==> src/rtl/turn_seq_pkg.sv <==
// Shared types for the rear-lamp sequencer.
// The lamp pattern function depends on LAMPS, so it lives in the top module.
package turn_seq_pkg;

  typedef enum logic [2:0] {IDLE, LEFT, RIGHT, HAZ_ON, HAZ_OFF} state_t;

endpackage

==> src/rtl/turn_signal_seq_if.sv <==
// Switch inputs and lamp outputs of the turn sequencer.
// The brake line exists only when TURN_SEQ_BRAKE_EN is defined.
interface turn_signal_seq_if #(parameter int LAMPS = 3);

  logic               left;
  logic               right;
  logic               halt;
`ifdef TURN_SEQ_BRAKE_EN
  logic               brake;
`endif
  logic [2*LAMPS-1:0] led;
  logic               step_tick;

`ifdef TURN_SEQ_BRAKE_EN
  modport master (output left, right, halt, brake, input led, step_tick);
  modport slave  (input left, right, halt, brake, output led, step_tick);
`else
  modport master (output left, right, halt, input led, step_tick);
  modport slave  (input left, right, halt, output led, step_tick);
`endif

endinterface

==> src/rtl/step_prescaler.sv <==
// Free-running DIV_W-bit divider; tick is high for the cycle after the count hits all-ones.
module step_prescaler #(
  parameter int DIV_W = 24
) (
  input  logic clk,
  input  logic rst,
  output logic tick
);

  logic [DIV_W-1:0] cnt;

  always_ff @(posedge clk) begin
    if (!rst) begin
      cnt  <= '0;
      tick <= 1'b0;
    end else begin
      cnt  <= cnt + DIV_W'(1);
      tick <= &cnt;
    end
  end

endmodule

==> src/rtl/turn_signal_seq.sv <==
// Rear-lamp sequencer: outward sweep on turn, all-lamp flash on hazard.
// Optional TURN_SEQ_BRAKE_EN adds a brake input that lights idle lamps steady.
module turn_signal_seq
  import turn_seq_pkg::*;
#(
  parameter int LAMPS      = 3,
  parameter int DIV_W      = 24,
  parameter bit ACTIVE_LOW = 1'b1
) (
  input  logic            clk,
  input  logic            rst,
  turn_signal_seq_if.slave bus
);

  localparam int IW = $clog2(LAMPS + 1);
  localparam int N  = 2 * LAMPS;

  state_t          state, nxt_state;
  logic [IW-1:0]   idx, nxt_idx;
  logic [N-1:0]    lit;
  logic            tick;
  logic            brk;
  logic            haz;

  step_prescaler #(.DIV_W(DIV_W)) u_pre (
    .clk  (clk),
    .rst  (rst),
    .tick (tick)
  );

  assign bus.step_tick = tick;

`ifdef TURN_SEQ_BRAKE_EN
  assign brk = bus.brake;
`else
  assign brk = 1'b0;
`endif

  // idx lamps lit, growing outward from the centre of the bar
  function automatic logic [N-1:0] lamp_pattern(state_t s, logic [IW-1:0] i);
    logic [N-1:0] p;
    p = '0;
    for (int k = 0; k < LAMPS; k++) begin
      if (k < int'(i)) begin
        if (s == LEFT)  p[LAMPS + k]     = 1'b1;
        if (s == RIGHT) p[LAMPS - 1 - k] = 1'b1;
      end
    end
    if (s == HAZ_ON) p = '1;
    return p;
  endfunction

  always_ff @(posedge clk) begin
    if (!rst) begin
      state   <= IDLE;
      idx     <= '0;
      bus.led <= {N{ACTIVE_LOW}};
    end else if (tick) begin
      state   <= nxt_state;
      idx     <= nxt_idx;
      bus.led <= ACTIVE_LOW ? ~lit : lit;
    end
  end

  always_comb begin
    nxt_state = state;
    nxt_idx   = idx;
    haz       = bus.halt | (bus.left & bus.right);
    if (haz) begin
      nxt_state = (state == HAZ_ON) ? HAZ_OFF : HAZ_ON;
      nxt_idx   = '0;
    end else if (bus.left) begin
      nxt_state = LEFT;
      nxt_idx   = (state != LEFT) ? IW'(1) : (idx == IW'(LAMPS)) ? '0 : idx + IW'(1);
    end else if (bus.right) begin
      nxt_state = RIGHT;
      nxt_idx   = (state != RIGHT) ? IW'(1) : (idx == IW'(LAMPS)) ? '0 : idx + IW'(1);
    end else begin
      nxt_state = IDLE;
      nxt_idx   = '0;
    end
  end

  // Brake overlays steady light on whichever side is not signalling
  always_comb begin
    lit = lamp_pattern(nxt_state, nxt_idx);
    if (brk) begin
      case (nxt_state)
        IDLE:    lit = '1;
        LEFT:    lit[LAMPS-1:0] = '1;
        RIGHT:   lit[N-1:LAMPS] = '1;
        default: ;
      endcase
    end
  end

endmodule
==> src/flat_wrapper.sv <==
// flat-port wrapper written by rule: the top's interface ports become plain ports
module turn_signal_seq_flat import turn_seq_pkg::*;
#(
  parameter int LAMPS      = 3,
  parameter int DIV_W      = 24,
  parameter bit ACTIVE_LOW = 1'b1
)
  (clk, rst, bus_left, bus_right, bus_halt, bus_led, bus_step_tick);
  turn_signal_seq_if #(.LAMPS(LAMPS)) bus_i ();
  input  logic clk;
  input  logic rst;
  input wire logic [$bits(bus_i.left)-1:0] bus_left;
  input wire logic [$bits(bus_i.right)-1:0] bus_right;
  input wire logic [$bits(bus_i.halt)-1:0] bus_halt;
  output wire logic [$bits(bus_i.led)-1:0] bus_led;
  output wire logic [$bits(bus_i.step_tick)-1:0] bus_step_tick;
  assign bus_i.left = bus_left;
  assign bus_i.right = bus_right;
  assign bus_i.halt = bus_halt;
  assign bus_led = bus_i.led;
  assign bus_step_tick = bus_i.step_tick;
  turn_signal_seq #(.LAMPS(LAMPS), .DIV_W(DIV_W), .ACTIVE_LOW(ACTIVE_LOW)) u_core (.clk(clk), .rst(rst), .bus(bus_i));
endmodule
==> config.mk <==
export PLATFORM = sky130hd
export DESIGN_NAME = turn_signal_seq_flat
export DESIGN_NICKNAME = d
export VERILOG_FILES = /design/src/rtl/turn_seq_pkg.sv /design/src/rtl/turn_signal_seq_if.sv /design/src/rtl/step_prescaler.sv /design/src/rtl/turn_signal_seq.sv /design/src/flat_wrapper.sv
export SDC_FILE = /design/constraint.sdc
export NUM_CORES = 1
export LEC_CHECK = 0
export BUFFER_PORTS_ARGS = -buffer_cell sky130_fd_sc_hd__buf_2
export CAP_MARGIN = 20
export CELL_PAD_IN_SITES_DETAIL_PLACEMENT = 0
export CELL_PAD_IN_SITES_GLOBAL_PLACEMENT = 1
export CORE_ASPECT_RATIO = 1.1
export CORE_UTILIZATION = 45
export DETAILED_ROUTE_END_ITERATION = 10
export PLACE_DENSITY_LB_ADDON = 0.1
export SYNTH_ARGS = -nofsm -noshare
export SYNTH_HDL_FRONTEND = slang
export SYNTH_HIERARCHICAL = 1
export SYNTH_SLANG_ARGS = --single-unit
==> constraint.sdc <==
create_clock -name clk -period 2.25 [get_ports clk]
set_clock_uncertainty 0.1 [all_clocks]
set_input_delay 0.225 -clock clk [delete_from_list [all_inputs] [get_ports clk]]
set_output_delay 0.225 -clock clk [all_outputs]
set_load 0.03 [all_outputs]
==> impl_metrics.ini, run 1 <==
[logic_synthesis]
synth_cell_types = 43
ys_async_sr_fraction = 0
synth_edf_count = 0
syn-num-nets = 200
synth_flop_cell = dfxtp_1
syn_inst = 193
ys_ff_latch = 36
synthesis.area_mm2 = 0.00175
postSynthAreaPerCell_um2 = 9.08
yosysWarnings = 6
seq_area_frac_synth = 0.411

[global_routing]
grt_pass1_wl_um = 5550
grt_start_max_net_pins = 20
grt_pass1_vias = 1234
antenna_found_initial = 0
grt_use_total = 0.185
grt_overflow = 0

[clock_network]
clkLatencyLatePin_ns = 0.29
cts_buffer_depth = 2
cts_tree = built
ctsHoldBuffers = 0
cts_max_level = 2
cts.clk_slew.worst_paths_ns = 0.07
cts_num_sinks = 36
root_buffer = clkbuf_8
cts_resized = 0
cts_made_buffers = 5
post-cts-setup-buffers = 0

[worst_setup_path]
crit_path_top_delay_cell = nor4_4
cpPeakStageDelay_ns = 0.44
crit_fanout = 6
crit_path_end_kind = flop
crit_path_start_kind = flop
path_cells = ha_1 > nand4_2 > nor4_4 > nand4_1 > mux2i_1
path_class = reg -> reg
worstPathArrival_ns = 1.92
cp.required_ns = 2.32
crit_family = simple AND/OR/NAND/NOR gates
critPathBufInv = 0

[finish]
syn2layout_area_growth_pct = 12.4
fillers = 392
num_antenna_cells = 0
mostFrequentLayoutCells = 36 x dfxtp_1, 23 x nor2_1, 16 x nand2_1, 13 x nand2b_1, 11 x buf_2
final_common_cell = dfxtp_1
drive_above_1_share = 0.159
fin_nets = 214

[sta]
final-setup-viol-count = 0
slew_violations = 0
fin_crit_sh = 0.822
worstMarginPinSlew_ns = 0.525
clock.fmax_mhz = 541
slew_headroom = 0.650
rsz0062_at_grt = false
setup_tns_ns = 0
min_period_ns = 1.85
hold_viol_final = 0

[floorplan]
dieHeight_um = 67.4
num_rows = 23
core_mm2 = 0.00368
die_area_mm2 = 0.00415
io_pins = 12
start_util = 0.476
die_w_um = 61.5

[place]
dpl.hpwl_um = 2400
portBuffers = 11
place_congestion = 0.826

[drt]
first_iter_violations = 93
first_pass_iters = 4
routed_via_density = 5.24
wl_um = 3300
postRouteAntennaNets = 0
dr_total_vias = 1351
post_drt_wl_per_cell_um = 12.8
drc = 0

[power_and_ir_drop]
peakVddDrop_mv = 0.442
p_int_uw = 984
p_leak_uw = 0.000799
switching_share = 0.211
p_clk_frac = 0.448
p_switching_uw = 263
p_seq_frac = 0.520
p_comb_frac = 0.032
p_total_uw = 1250
p_per_area_mw_per_mm2 = 633

[run]
cap_violations = 0

[outcome]
outcome = complete, no violations

[hold_path]
hp-class = in -> reg
==> state kept, by name (all words and copies together) (netlist names) <==
name               cells
u_core/bus.led         6
u_core/idx             2
u_core/state           3
u_core/u_pre/cnt      24
u_core/u_pre/tick      1
==> cell usage after synthesis, types with 2 or more instances <==
master,number,area (um2)
xnor2_1,10,87.6
nor3b_2,2,25.0
clkbuf_1,4,15.0
nand2_1,16,60.1
nor4_1,3,18.8
a31oi_1,2,12.5
nor2b_1,3,18.8
nand3_1,8,40.0
and3_1,2,12.5
nand2b_1,13,81.3
ha_1,2,25.0
nor2_1,23,86.3
nor3_1,4,20.0
nand3b_1,2,15.0
o21ai_0,6,30.0
nand4_2,2,25.0
nor3b_1,2,15.0
a311o_1,2,20.0
dfxtp_1,36,721
o221ai_1,4,35.0
nor4_4,2,42.5
inv_1,10,37.5
mux2i_1,8,80.1
nand4_1,6,37.5
xor2_1,2,17.5
a21oi_1,2,10.0
==> metal layers <==
metal  share of wire  track usage
met5               0            0
met3           0.022       0.0575
met1            0.51        0.234
met4           0.011       0.0750
met2            0.46        0.289
==> final timing paths <==
path / start / end / slack (ns) / cells past startpoint
worst max-delay path: u_core/u_pre/cnt[0] / u_core/u_pre/cnt[20] / 0.40 / 5
worst max register to register: u_core/u_pre/cnt[0] / u_core/u_pre/cnt[20] / 0.40 / 5
worst min register to register: u_core/u_pre/cnt[23] / u_core/u_pre/tick / 0.36 / 2
worst min-delay path: rst / u_core/bus.led[0] / 0.13 / 2
==> worst register-to-register path: cells and delay by family (launching register included) <==
family	cells	cell delay, ns
muxes	1	0.14
and+or+nand+nor	3	0.83
adders and majority gates	1	0.25
DFF	1	0.42
==> power groups by stage <==
stage	sequential (uW)	clock, uW	combinational (uW)
2_1_floorplan	661	0	27.0
3_3_place_gp	662	0	39.4
3_5_place_dp	663	0	40.2
4_1_cts	648	580	40.4
5_1_grt	648	611	44.7
6_report	648	559	39.8
==> metrics by stage <==
step	hold slack, ns	utilization	cell area, um2	setup WS (ns)	cells
after floorplan	0.305	-	1750	0.606	193
after global placement	0.345	0.504	1860	0.480	250
after detailed placement	0.352	0.504	1860	0.429	250
after CTS	0.113	0.535	1970	0.397	258
after global routing	0.118	0.535	1970	0.269	258
final	0.125	0.535	1970	0.401	258
==> cell families (layout without fill, tap and decap cells) <==
family,Yosys count,after routing,share of synthesized area
xor+xnor,12,12,0.0600
fa+ha+maj,2,2,0.0143
simple gates,97,97,0.338
compound gates,23,23,0.0986
mux,8,8,0.0457
flops,36,36,0.411
buf+inv,15,30,0.0321
==> final cells by class <==
| class | count | area, um2 | area share |
|---|---|---|---|
| clock buffer | 5 | 68.8 | 0.0349 |
| clock inverter | 3 | 42.5 | 0.0216 |
| inverter | 10 | 37.5 | 0.0191 |
| multi-input combinational | 142 | 975 | 0.495 |
| sequential | 36 | 721 | 0.366 |
| tap | 50 | 62.6 | 0.0318 |
| timing repair buffer | 12 | 62.6 | 0.0318 |
Power figures use the tool's default switching activity.
==> inputs of run 2 (changes only) <==
- ABC_AREA: unset -> 1
- CORE_UTILIZATION: 45 -> 39
- clock period: 2.25 -> 1.7 ns (I/O delays scaled with it)
==> impl_metrics.ini, run 2 <==
[sta]
rsz0062_at_grt = false
hold_viol_final = 0
min_period_ns = 1.43
setup_tns_ns = 0
slew_violations = 0
clock.fmax_mhz = 700
worstMarginPinSlew_ns = 0.281
final-setup-viol-count = 0
slew_headroom = 0.811
fin_crit_sh = 0.840

[finish]
largest_register_ffs = 24
drive_above_1_share = 0.184
syn2layout_area_growth_pct = 11.5
fin_area_mm2 = 0.00207
seqCellArea_um2 = 721
top_regs = u_core/u_pre/cnt x24, u_core/bus.led x6, u_core/state x3
instances_no_fill = 336
final_common_cell = nand2_1
largest-register = u_core/u_pre/cnt
fin_nets = 288
num_antenna_cells = 0
multiInputGateArea_um2 = 972
mostFrequentLayoutCells = 57 x nand2_1, 49 x nor2_1, 36 x dfxtp_1, 28 x inv_1, 22 x nand3_1
fillers = 482

[floorplan]
io_pins = 12
num_rows = 25
core_mm2 = 0.00444
start_util = 0.417
die_area_mm2 = 0.00503
die_w_um = 67.7
dieHeight_um = 74.3

[power_and_ir_drop]
p_clk_frac = 0.410
p_leak_uw = 0.000943
p_seq_frac = 0.551
p_int_uw = 1200
p_total_uw = 1550
p_switching_uw = 351
switching_share = 0.227
p_per_area_mw_per_mm2 = 748
p_comb_frac = 0.039
peakVddDrop_mv = 0.565

[outcome]
outcome = complete, no violations

[logic_synthesis]
synthesis.area_mm2 = 0.00185
yosysWarnings = 6
seq_area_frac_synth = 0.389
synth_flop_cell = dfxtp_1
synth_cell_types = 27
synth_commonest_cells = 57 x nand2_1, 49 x nor2_1, 36 x dfxtp_1, 28 x inv_1, 22 x nand3_1
synth_area_leaders = dfxtp_1 39%, nand2_1 12%, nor2_1 9.9%, nand3_1 5.9%, inv_1 5.7%
syn-num-nets = 271
ys_async_sr_fraction = 0
postSynthAreaPerCell_um2 = 7.02
synth_top_area_frac = 0.389
syn_inst = 264
ys_ff_latch = 36
synth_edf_count = 0
synth_top_area_cell = dfxtp_1
yosysMostFrequentCell = nand2_1

[drt]
post_drt_wl_per_cell_um = 10.9
wl_um = 3680
first_pass_iters = 4
first_iter_violations = 61
postRouteAntennaNets = 0
dr_total_vias = 1573
drc = 0
routed_via_density = 4.68

[clock_network]
ctsHoldBuffers = 0
cts_made_buffers = 5
cts_tree = built
root_buffer = clkbuf_8
post-cts-setup-buffers = 0
clkLatencyLatePin_ns = 0.28
cts_max_level = 2
cts_resized = 0
cts.clk_slew.worst_paths_ns = 0.07
cts_num_sinks = 36
cts_buffer_depth = 2

[global_routing]
grt_pass1_wl_um = 6360
grt_start_max_net_pins = 21
grt_use_total = 0.171
grt_pass1_vias = 1461
antenna_found_initial = 0
grt_overflow = 0

[worst_setup_path]
cp-startpoint = u_core/u_pre/cnt[0]
path_cells = ha_1 > nand2_1 > nor2_4 > nand2_4 > nor2_8 > nand3_1 > nand2_1 > nor2_1
crit_path_top_delay_cell = dfxtp_1
crit_path_end_kind = flop
r2r-start = u_core/u_pre/cnt[0]
crit_path_start_kind = flop
r2r.worst_path.cells = 8
path_class = reg -> reg
worstSetupEndpoint = u_core/u_pre/cnt[20]
crit_fanout = 7
r2r-end = u_core/u_pre/cnt[20]
r2r_slack_ns = 0.27
cp.required_ns = 1.78
cpPeakStageDelay_ns = 0.35
worstPathArrival_ns = 1.51
crit_top_cell = nand2_1

[place]
dp_cells = 328
placed_area_mm2 = 0.00197
place_congestion = 0.800
dpl.hpwl_um = 2810
portBuffers = 11

[run]
cap_violations = 0

[hold_path]
hold-path-cell-count = 3
hp-class = in -> reg
[run 2: cell count changes in the layout (fill, tap and decap cells not counted), sizes merged, moves of 3 or more]
| cell | before | now |
|---|---|---|
| xnor2 | 10 | 0 |
| o221ai | 4 | 0 |
| nor2 | 24 | 58 |
| inv | 10 | 34 |
| nand3 | 9 | 22 |
| a21oi | 3 | 14 |
| nand2b | 13 | 0 |
| nor3b | 4 | 0 |
| nor4 | 6 | 0 |
| xor2 | 2 | 6 |
| mux2i | 8 | 0 |
| nand2 | 16 | 67 |
| nor2b | 3 | 0 |
[run 2: area by class of cell]
class	count	share of cell area
Timing Repair Buffer	14	0.0375
Multi-Input combinational cell	189	0.470
Sequential cell	36	0.349
Tap cell	54	0.0327
Clock inverter	2	0.00726
Clock buffer	6	0.0400
Inverter	35	0.0636
[run 2: metrics by stage]
| stage | hold slack (ns) | setup WS [ns] | util |
|---|---|---|---|
| after global placement | 0.332 | 0.284 | 0.443 |
| after global routing | 0.183 | 0.170 | 0.465 |
| after detailed placement | 0.341 | 0.280 | 0.443 |
| after floorplan | 0.154 | 0.378 | - |
| final | 0.165 | 0.272 | 0.465 |
| after CTS | 0.167 | 0.261 | 0.465 |
[run 2: worst max-delay path, delay by kind of cell, from the launching register on]
kind                       cells  cell delay (ns)
and+or+nand+nor                7             0.71
DFF                            1             0.35
adders and majority gates      1             0.17
[run 2: routing by layer]
metal	GRT usage	share of wire	wire, um
met4	0.0567	0.014	53
met1	0.218	0.52	1920
met3	0.0460	0.031	113
met5	0	0	0
met2	0.275	0.43	1590
[run 2: power by group through the flow]
stage	sequential, uW	combinational [uW]	clock [uW]
finish	852	60.2	635
global route	853	68.3	705
CTS	852	61.4	669
detailed placement	872	61.3	0
global placement	872	61.2	0
floorplan	871	43.7	0
[run 2: how the worst min path moves through the flow]
stage,start,to,slack [ns]
6_report,rst,u_core/u_pre/cnt[0],0.17
5_1_grt,rst,u_core/u_pre/cnt[0],0.18
4_1_cts,rst,u_core/u_pre/cnt[0],0.17
3_5_place_dp,u_core/u_pre/cnt[0],u_core/u_pre/cnt[0],0.34
3_3_place_gp,u_core/u_pre/cnt[0],u_core/u_pre/cnt[0],0.33
2_1_floorplan,rst,u_core/bus.led[4],0.15
[run 2: cells by family after synthesis]
family                   Yosys count  synth area share
AO/OA/AOI/OAI                     22            0.0682
XOR/XNOR                           6            0.0284
adder cells (fa/ha/maj)            2            0.0135
buffers and inverters             39            0.0864
flip-flops                        36             0.389
AND/OR/NAND/NOR                  159             0.415
